<file path="config.mk">
export PLATFORM = sky130hd
export DESIGN_NAME = uart_rx_fifo
export DESIGN_NICKNAME = d
export VERILOG_FILES = /design/src/rtl/uart_rx_fifo.sv
export SDC_FILE = /design/constraint.sdc
export NUM_CORES = 1
export LEC_CHECK = 0
export CORE_ASPECT_RATIO = 1.75
export CORE_MARGIN = 3
export CORE_UTILIZATION = 30
export DETAILED_ROUTE_END_ITERATION = 7
export GPL_ROUTABILITY_DRIVEN = 0
export GPL_TIMING_DRIVEN = 0
export HOLD_SLACK_MARGIN = 0.1
export PLACE_DENSITY = 0.63
export SLEW_MARGIN = 20
export SYNTH_ARGS = -nofsm -noshare
export SYNTH_HDL_FRONTEND = slang
export SYNTH_SLANG_ARGS = --single-unit
</file>
<file path="constraint.sdc">
create_clock -name clk_48_i -period 3.4 [get_ports clk_48_i]
set_input_delay 0.85 -clock clk_48_i [delete_from_list [all_inputs] [get_ports clk_48_i]]
set_output_delay 0.85 -clock clk_48_i [all_outputs]
set_load 0.005 [all_outputs]
</file>
<file path="src/rtl/uart_rx_fifo.sv">
// Receive buffer behind the 48 MHz UART. It fetches each received byte over a Wishbone master
// port and queues it in a FIFO, which the CPU drains through DATA/STAT slave registers.
module uart_rx_fifo #(
   parameter logic [31:0] DAT_ADR  = 32'h100,
   parameter logic [31:0] STAT_ADR = 32'h101,
   parameter logic [31:0] UART_ADR = 32'h0FF,
   parameter int          AW       = 4,
   parameter logic [4:0]  TIMEOUT  = 5'd16
) (
   input  logic        clk_48_i,
   input  logic        rst_n_i,
   input  logic [31:0] adr_i,
   input  logic [31:0] dat_i,
   input  logic        we_i,
   input  logic        stb_i,
   input  logic        cyc_i,
   input  logic [3:0]  sel_i,
   output logic [31:0] dat_o,
   output logic        ack_o,
   output logic [31:0] m_adr_o,
   output logic        m_we_o,
   output logic        m_cyc_o,
   output logic        m_stb_o,
   input  logic [31:0] m_dat_i,
   input  logic        m_ack_i,
   input  logic        uart_irq_i,
   output logic        irq_o
);

   localparam int            DEPTH    = 1 << AW;
   localparam logic [AW:0]   CNT_ONE  = {{AW{1'b0}}, 1'b1};
   localparam logic [AW:0]   CNT_FULL = {1'b1, {AW{1'b0}}};
   localparam logic [AW-1:0] PTR_ONE  = {{(AW-1){1'b0}}, 1'b1};

   typedef enum logic [1:0] {
      M_IDLE,
      M_REQ,
      M_DONE
   } m_state_t;

   m_state_t      m_state, m_state_nxt;
   logic [4:0]    wait_cnt, wait_cnt_nxt;
   logic          fetch_ok, fetch_tmo;

   logic [7:0]    mem [DEPTH];
   logic [AW-1:0] head, tail;
   logic [AW:0]   count, count_nxt;
   logic          ovf, err;

   logic          sel_dat, sel_stat, cpu_req;
   logic          valid, full;
   logic          push, pop, flush;
   logic          clr_ovf, clr_err, ovf_set;
   logic [7:0]    cnt_wide;
   logic [4:0]    stat_cnt;
   logic          unused_ok;

   assign m_adr_o = UART_ADR;
   assign m_we_o  = 1'b0;

   always_ff @(posedge clk_48_i) begin
      if (!rst_n_i) begin
         m_state  <= M_IDLE;
         wait_cnt <= '0;
      end else begin
         m_state  <= m_state_nxt;
         wait_cnt <= wait_cnt_nxt;
      end
   end

   // M_DONE is a guard cycle: the UART holds ack one cycle longer than needed.
   always_comb begin
      m_state_nxt  = m_state;
      wait_cnt_nxt = wait_cnt;
      fetch_ok     = 1'b0;
      fetch_tmo    = 1'b0;
      m_cyc_o      = 1'b0;
      m_stb_o      = 1'b0;
      case (m_state)
         M_IDLE: begin
            if (uart_irq_i) begin
               m_state_nxt  = M_REQ;
               wait_cnt_nxt = '0;
            end
         end
         M_REQ: begin
            m_cyc_o = 1'b1;
            m_stb_o = 1'b1;
            if (m_ack_i) begin
               fetch_ok    = 1'b1;
               m_state_nxt = M_DONE;
            end else if (wait_cnt == TIMEOUT - 5'd1) begin
               fetch_tmo   = 1'b1;
               m_state_nxt = M_DONE;
            end else begin
               wait_cnt_nxt = wait_cnt + 5'd1;
            end
         end
         M_DONE: m_state_nxt = M_IDLE;
         default: m_state_nxt = M_IDLE;
      endcase
   end

   assign sel_dat  = (adr_i == DAT_ADR);
   assign sel_stat = (adr_i == STAT_ADR);
   assign cpu_req  = cyc_i & stb_i & (sel_dat | sel_stat);

   assign valid   = (count != '0);
   assign full    = (count == CNT_FULL);
   assign pop     = ack_o & cpu_req & sel_dat & ~we_i & valid;
   assign flush   = ack_o & cpu_req & sel_stat & we_i & dat_i[0];
   assign clr_ovf = ack_o & cpu_req & sel_stat & we_i & dat_i[1];
   assign clr_err = ack_o & cpu_req & sel_stat & we_i & dat_i[2];
   assign push    = fetch_ok & ~full & ~flush;
   assign ovf_set = fetch_ok & full & ~flush;

   always_comb begin
      count_nxt = count;
      if (flush) begin
         count_nxt = '0;
      end else if (push & ~pop) begin
         count_nxt = count + CNT_ONE;
      end else if (pop & ~push) begin
         count_nxt = count - CNT_ONE;
      end
   end

   // A new ovf/err event in the same cycle as its clear leaves the flag set.
   always_ff @(posedge clk_48_i) begin
      if (!rst_n_i) begin
         head  <= '0;
         tail  <= '0;
         count <= '0;
         ovf   <= 1'b0;
         err   <= 1'b0;
         ack_o <= 1'b0;
         irq_o <= 1'b0;
      end else begin
         ack_o <= cpu_req & ~ack_o;
         count <= count_nxt;
         irq_o <= (count_nxt != '0);
         if (flush) begin
            head <= '0;
            tail <= '0;
         end else begin
            if (push) tail <= tail + PTR_ONE;
            if (pop)  head <= head + PTR_ONE;
         end
         if (ovf_set)      ovf <= 1'b1;
         else if (clr_ovf) ovf <= 1'b0;
         if (fetch_tmo)    err <= 1'b1;
         else if (clr_err) err <= 1'b0;
      end
   end

   always_ff @(posedge clk_48_i) begin
      if (rst_n_i && push) mem[tail] <= m_dat_i[7:0];
   end

   assign cnt_wide = 8'(count);
   assign stat_cnt = cnt_wide[4:0];

   // Read data is driven only during the ack cycle; the head byte is masked when empty.
   always_comb begin
      dat_o = '0;
      if (ack_o & cpu_req & ~we_i) begin
         if (sel_dat) begin
            dat_o = valid ? {23'h0, 1'b1, mem[head]} : 32'h0;
         end else begin
            dat_o = {16'h0, 3'b0, stat_cnt, 5'b0, err, ovf, ~valid};
         end
      end
   end

   assign unused_ok = ^{sel_i, dat_i[31:3], m_dat_i[31:8], cnt_wide[7:5]};

endmodule

</file>
==> run metrics, run 1 <==
Synth top area share=0.5558; Max Slew Vio Count=0; commonest non-fill, non-tap cells in the layout=edfxtp_1, buf_4, conb_1, mux4_2, nor2_1; Fin. Hold Viols=0; max cap viols=0; leading area contributor after synthesis=edfxtp_1; drt first pass iters=4; RSZ-0062 raised after global routing=true; first-pass GRT wire length=24,350 um; vias=4,187; port buffer count=66; synthesized flop and latch total=156; global route overflow=0; num rows=72; CTS root buf=clkbuf_16; Via density=4.571; clk_lat worst skew=420 ps; commonest non-fill, non-tap cell in the layout=edfxtp_1; DRC=0; violated checks=setup timing; area of the multi-input gates=2345 um^2; Pleak=3.265 nW; final WL=16,210 um; die height=206.9 um; # clock sinks=156; yosys warns=0; cell count after synthesis=453; Critical Path AT=2590 ps; Iteration-0 DRC Markers=266; outcome=finished with violations; clk buf depth=2; vias in the first global route=4,333; worst setup path category=in2out; GR Util All Layers=0.1311; CORE AREA=22,430 um^2; I/O pins=176; Worst Skew=6.812 ps; leading post-synthesis cells by cell area=edfxtp_1, mux4_2, dfxtp_1, buf_4, nor2_1; CTS Buf Count=17; Routed Antenna Nets=0; initial core utilization=0.3083; worst slew pin tran=994.7 ps; WL/cell=17.69 um; minimum clock period=3437 ps; Setup violations, final=2; power density cells=463.0 nW/um^2; Cell Count, Final, Fillers Out=916; CTS tree=yes; H-tree depth=4; width of the die=120.8 um; die area=24,980 um^2; largest net degree at the start of global routing=17; crit path max fanout=2; DP Cell Count=869; FF/Latch Area=4413 um^2; Final Cycle Share=1.011; FILL cells=2,028; antenna violations before repair=1; Max IR drop VDD=0.0003644 V; layout cells sized above 1=0.3813; Worst Setup Start Kind=primary input; Rel. slew slack=0.3344; Distinct cells, synth=52; Total Nets Final=722; Synth Area per Inst=15.27 um^2; worst hold slack=502.4 ps; P&R area growth vs syn=29.89%; detailed placer's ending HPWL=11,730 um; Top FF cell, synth=edfxtp_1; asr flop ratio synth=0; fmax=291.0 MHz; Pwr Total=4.159 mW; Crit. End Element=primary output; Seq/Total Area, Yosys=0.6369; Mapped Area=6915 um^2; EDFF count, synth=128; Reg clk slew, reported paths=60 ps; setup slack after layout=-36.80 ps; worst hold path type=reg2reg; Critical Path RT=2550 ps
[cells in the mapped netlist, types with 6 or more instances]
cell,instances
edfxtp_1,128
nand4_1,6
clkbuf_1,7
nor2b_1,7
dfxtp_1,28
ha_1,9
a21oi_1,7
o21ai_0,12
mux4_2,40
inv_1,12
nand2_1,21
nor4_1,8
buf_4,53
nor2_1,37
[through the flow]
| stage | utilization | instance area [um^2] | TNS [ps] | setup slack, ps |
|---|---|---|---|---|
| floorplan | - | 7103 | 0 | 80.24 |
| global placement | 0.3626 | 8134 | -89570 | -1265 |
| detailed placement | 0.3648 | 8184 | -80870 | -1308 |
| CTS | 0.3980 | 8929 | -16.49 | -13.29 |
| global route | 0.4004 | 8982 | -331.4 | -113.5 |
| finish | 0.4004 | 8982 | -70.00 | -36.80 |
[layout make-up]
type                       count  share of cell area
antenna                        1           0.0002786
buffer                        67             0.05614
clock buffer                  23             0.05711
clock inverter                 9            0.008915
inverter                      12            0.005015
multi-input combinational    264              0.2610
sequential                   156              0.4913
tap                          296             0.04123
timing repair buffer          88             0.07898
[repair_timing]
item                                    4_1_cts  5_1_grt
hold buffers                                  0        0
buffers inserted                             11        6
cloned                                        1        0
resized for setup                           146       62
pin swaps                                    20       15
endpoints found under the setup margin      126      131
[kinds of logic after synthesis]
group | count (synthesis) | synth area share
fa+ha+maj | 9 | 0.01628
other cells | 2 | 0.001086
flops | 156 | 0.6369
xor+xnor | 10 | 0.01266
simple gates | 117 | 0.09101
buf+inv | 83 | 0.07744
compound gates | 33 | 0.03003
mux | 43 | 0.1346
[per-layer routing]
layer  vias up  GRT usage  share of wire
met5         -          0              0
met4         0    0.06199          0.030
met3        32    0.03135          0.055
met2       163     0.2653           0.59
met1      2073     0.1189           0.33
li1       1919          -              -
[state kept, by name, indices dropped and copies added, names as in the netlist, named ones only]
signal	cells
count	5
err	1
ack_o	1
wait_cnt	5
ovf	1
m_state	2
head	4
irq_o	1
tail	4
mem	128
[critical path, cell delays in order]
cell and delay, ps:
dlygate4sd2_1 290, nor4_4 180, nand4_1 160, or3_4 420
nor3_4 240, buf_6 140, buf_6 90, nand2_2 40
o21ai_2 50, buf_2 130
[path summary, 6_finish.rpt]
kind | startpoint | to | slack [ps] | depth (start not counted)
worst max-delay path | adr_i[16] | dat_o[2] | -40 | 10
worst min-delay path | head[3]$_SDFFE_PP0N_ | head[3]$_SDFFE_PP0N_ | 500 | 2
worst max register to register | count[1]$_SDFF_PN0_ | irq_o$_SDFF_PN0_ | 540 | 12
worst min register to register | head[3]$_SDFFE_PP0N_ | head[3]$_SDFFE_PP0N_ | 500 | 2
[power by group]
part           switching, mW  internal (mW)
clock                  0.728           1.14
combinational          0.104          0.113
sequential           0.00658           2.07
total                  0.839           3.32
(Power assumes the default switching activity.)
==> run 2: changes to the inputs <==
- SETUP_SLACK_MARGIN: unset -> 0.4
==> run metrics, run 2 (synthesized netlist as in run 1, its figures left out) <==
num rows=72; violated checks=setup timing; R2R Setup Slk=710 ps; I/O pins=176; minimum clock period=3525 ps; CORE AREA=22,430 um^2; CTS root buf=clkbuf_16; Critical Path AT=2680 ps; layout cells sized above 1=0.4163; clk_lat worst skew=420 ps; global route overflow=0; commonest non-fill, non-tap cell in the layout=edfxtp_1; fin area=9423 um^2; P&R area growth vs syn=36.26%; Inserted Diodes=0; Final TNS setup=-1086 ps; DP Cell Count=867; HP Start=head[3]$_SDFFE_PP0N_; commonest non-fill, non-tap cells in the layout=edfxtp_1, buf_4, conb_1, mux4_2, buf_6; H-tree depth=4; CTS tree=yes; first-pass GRT wire length=24,200 um; Routed Antenna Nets=0; FF/Latch Area=4412 um^2; CTS Buf Count=17; Largest regs=mem x128, count x5, wait_cnt x5; Crit. End Element=primary output; width of the die=120.8 um; # clock sinks=156; Pleak=3.445 nW; Critical Path RT=2550 ps; Hold Path Cell Cnt=2; GR Util All Layers=0.1288; Setup violations, final=12; DRC=0; FILL cells=1,984; antenna violations before repair=0; Via density=4.524; WL/cell=17.19 um; largest net degree at the start of global routing=17; reg2reg end=mem[5][4]$_DFFE_PP_; initial core utilization=0.3083; die height=206.9 um; worst r2r src=count[1]$_SDFF_PN0_; Worst R2R Path Depth=9; Reg clk slew, reported paths=60 ps; Cell Count, Final, Fillers Out=935; power density cells=441.4 nW/um^2; area of the multi-input gates=2519 um^2; RSZ-0062 raised after global routing=true; vias=4,230; Pwr Total=4.159 mW; Fin. Hold Viols=0; Total Nets Final=742; die area=24,980 um^2; worst setup path category=in2out; crit path max fanout=5; Rel. slew slack=0.5231; Max IR drop VDD=0.0003716 V; fmax=283.7 MHz; port buffer count=66; outcome=finished with violations; detailed placer's ending HPWL=11,360 um; max cap viols=0; Final Cycle Share=1.037; Iteration-0 DRC Markers=294; Top reg by flops=mem; Max Slew Vio Count=0; worst slew pin tran=715.4 ps; setup slack after layout=-125.4 ps; clk buf depth=2; drt first pass iters=4; final WL=16,070 um; number of flip-flops in the largest register=128; Placement Cell Area=8258 um^2; worst hold path type=reg2reg; Worst Skew=7.244 ps; Worst Setup Start Kind=primary input; CTS Hold Bufs=0; vias in the first global route=4,516
## run 2: cell types whose count changed in the layout (fill, tap and decap cells not counted), moves of 3 or more
cell,before,now
clkbuf_2,18,4
nor2_1,32,23
buf_2,15,26
inv_6,1,4
nor2_4,0,10
clkbuf_1,2,5
buf_6,11,31
nand2_4,0,4
clkinv_2,4,0
nand2_1,18,13
## run 2: final cells by class
class / count / share of cell area
sequential: 156 / 0.4682
clock inverter: 9 / 0.01062
timing repair buffer: 104 / 0.09972
buffer: 71 / 0.05816
clock buffer: 23 / 0.05192
multi-input combinational: 264 / 0.2673
tap: 296 / 0.03930
inverter: 12 / 0.004780
## run 2: metal layers
layer	wire length, um	up-vias	GRT usage	part of all wire
li1	-	1968	-	-
met1	5174	2062	0.1160	0.32
met2	9406	165	0.2587	0.59
met3	800	35	0.02535	0.050
met4	693	0	0.07455	0.043
met5	0	-	0	0
## run 2: repair_timing
action	in CTS	in global routing
gates resized for setup	225	37
pin swaps	30	20
buffers inserted	26	9
gates cloned	1	0
endpoints found under the setup margin	141	142
## run 2: how the worst max path moves through the flow
stage	from	end	slack, ps	depth (start not counted)
after floorplan	adr_i[1]	dat_o[0]	230	7
after global placement	adr_i[24]	dat_o[0]	-900	9
after detailed placement	adr_i[24]	dat_o[6]	-930	9
after CTS	adr_i[23]	dat_o[0]	-120	9
after global routing	adr_i[27]	dat_o[0]	-210	11
final	adr_i[23]	dat_o[1]	-130	9
## run 2: worst max-delay path, cell delays in order
cell and delay [ps]:
buf_6 100, nor4_4 320, nand4_1 180, or4_4 560
buf_6 140, buf_8 120, clkbuf_16 160, o21ai_2 120
buf_2 120
## run 2: power by group
part / switching, mW / internal (mW) / leakage, nW
clock network: 0.754 / 1.11 / 0.282
logic: 0.104 / 0.117 / 1.78
registers: 0.00600 / 2.07 / 1.38
total: 0.864 / 3.29 / 3.45
## run 2: through the flow
stage / hold slack [ps] / util / setup WS, ps
finish: 497.4 / 0.4201 / -125.4
global route: 542.6 / 0.4201 / -213.9
CTS: 504.9 / 0.4094 / -120.0
detailed placement: 493.0 / 0.3681 / -927.4
global placement: 476.1 / 0.3666 / -896.7
floorplan: 459.1 / - / 231.2
==> run 3: changes to the inputs <==
- CORE_ASPECT_RATIO: 1.75 -> 1.25
==> run metrics, run 3 (synthesized netlist as in run 1, its figures left out) <==
P&R area growth vs syn=32.98%; worst hold path type=reg2reg; met2 GRT Util=0.2227; final WL=14,930 um; crit path cell chain=dlygate4sd2_1 -> and2b_2 -> nand4_1 -> or4_4 -> buf_6 -> buf_8 -> clkbuf_16 -> nor2b_4 -> buf_2; global route overflow=0; met1 usage in global routing=0.1366; Finished Core Util=0.4098; violated checks=setup timing; Final Cycle Share=1.019; antenna violations before repair=0; detailed placer's ending HPWL=10,430 um; CP top delay family=simple AND/OR/NAND/NOR gates; Worst Setup Start Kind=primary input; num rows=61; clk_lat worst skew=420 ps; WHS Endpoint=err$_SDFFE_PN0P_; HP Start=err$_SDFFE_PN0P_; power density cells=465.8 nW/um^2; port buffer count=66; Fin. Hold Viols=0; GR Util All Layers=0.1210; max cap viols=0; clk buf depth=2; Max IR drop VDD=0.0004160 V; vias=4,121; Reg clk slew, reported paths=60 ps; layout cells sized above 1=0.4042; Top reg by flops=mem; Total Nets Final=724; Pwr Total=4.284 mW; Hold Path Cell Cnt=2; Iteration-0 DRC Markers=224; vias in the first global route=4,184; Critical Path AT=2610 ps; Setup violations, final=8; width of the die=141.8 um; worst slew pin tran=728.4 ps; RSZ-0062 raised after global routing=true; Largest regs=mem x128, count x5, wait_cnt x5; CTS Buf Count=17; # clock sinks=156; largest net degree at the start of global routing=17; Inserted Diodes=0; Worst path max stage delay=570 ps; Slowest cell on crit path=or4_4; crit path max fanout=5; Crit. End Element=primary output; Worst Skew=9.278 ps; outcome=finished with violations; Most Crowded Layer GR=met2; Critical Path RT=2550 ps; FILL cells=1,994; critical path buffer and inverter count=5; Cell Count, Final, Fillers Out=904; Worst R2R Path Depth=11; WL/cell=16.52 um; initial core utilization=0.3082; fmax=288.6 MHz; reg2reg end=irq_o$_SDFF_PN0_; Via density=4.559; worst setup path category=in2out; commonest non-fill, non-tap cell in the layout=edfxtp_1; minimum clock period=3465 ps; DRC=0; setup slack after layout=-64.81 ps; Pleak=3.264 nW; Max Slew Vio Count=0; CTS tree=yes; CORE AREA=22,440 um^2; H-tree depth=4; R2R Setup Slk=590 ps; Rel. slew slack=0.5144; met3 GRT Util=0.03431; CTS Hold Bufs=0; commonest non-fill, non-tap cells in the layout=edfxtp_1, buf_4, conb_1, mux4_2, dfxtp_1; I/O pins=176; Routed Antenna Nets=0; CTS root buf=clkbuf_16; die area=24,920 um^2; worst r2r src=count[0]$_SDFF_PN0_; DP Cell Count=852; pre-CTS setup slack=-927.8 ps; first-pass GRT wire length=23,000 um; drt first pass iters=4; die height=175.7 um; number of flip-flops in the largest register=128
## run 3: cell types whose count changed in the layout (fill, tap and decap cells not counted), sizes merged
| cell | before | now |
|---|---|---|
| clkinv | 1 | 2 |
| clkdlybuf4s15 | 7 | 8 |
| dlygate4sd2 | 6 | 4 |
| inv | 17 | 20 |
| clkbuf | 32 | 28 |
| buf | 135 | 116 |
| bufinv | 1 | 3 |
## run 3: timing repair
item	in CTS	in global routing
gates cloned	1	0
endpoints found under the hold margin	0	0
resized for setup	194	42
setup endpoints to repair	141	141
setup buffers	12	7
pin swaps	16	8
## run 3: where the power goes
group / total, mW / switching (mW) / internal, mW
clock network: 1.99 / 0.806 / 1.19
logic: 0.216 / 0.101 / 0.114
registers: 2.08 / 0.00559 / 2.07
total: 4.28 / 0.913 / 3.37
## run 3: area by class of cell
cell class	instances	area, um^2	area share
clock buffers	17	425.4	0.04626
repair buffers	86	740.7	0.08054
flip-flops and latches	156	4412	0.4797
plain buffers	71	544.3	0.05918
well taps	283	354.1	0.03850
clock inverters	15	202.7	0.02204
multi-input cells	264	2472	0.2688
inverters	12	45.04	0.004898
## run 3: metal layers
metal	vias up	share of wire	routed length [um]
met5	-	0	0
met4	0	0.014	202
met3	19	0.070	1042
met2	148	0.54	8058
met1	2020	0.38	5628
li1	1934	-	-
## run 3: how the worst max path moves through the flow
| stage | cells after the start | start | to |
|---|---|---|---|
| final | 9 | adr_i[2] | dat_o[4] |
| after detailed placement | 9 | adr_i[24] | dat_o[0] |
| after floorplan | 7 | adr_i[1] | dat_o[0] |
| after global placement | 9 | adr_i[24] | dat_o[0] |
| after CTS | 9 | adr_i[23] | dat_o[4] |
| after global routing | 10 | adr_i[5] | dat_o[7] |
## run 3: through the flow
| step | TNS [ps] | hold WS, ps | instance area (um^2) |
|---|---|---|---|
| 4_1_cts | -475.6 | 511.8 | 8966 |
| 2_1_floorplan | 0 | 459.1 | 7192 |
| 6_report | -434.1 | 511.2 | 9196 |
| 5_1_grt | -1392 | 545.5 | 9196 |
| 3_5_place_dp | -50290 | 497.2 | 8227 |
| 3_3_place_gp | -56380 | 477.5 | 8207 |
## run 3: tightest hold or removal path: cells and delay by family, from the launching register on
| kind | cells | cell delay (ps) |
|---|---|---|
| AOI/OAI and AO/OA | 1 | 60 |
| DFF | 1 | 320 |
| and+or+nand+nor | 1 | 90 |
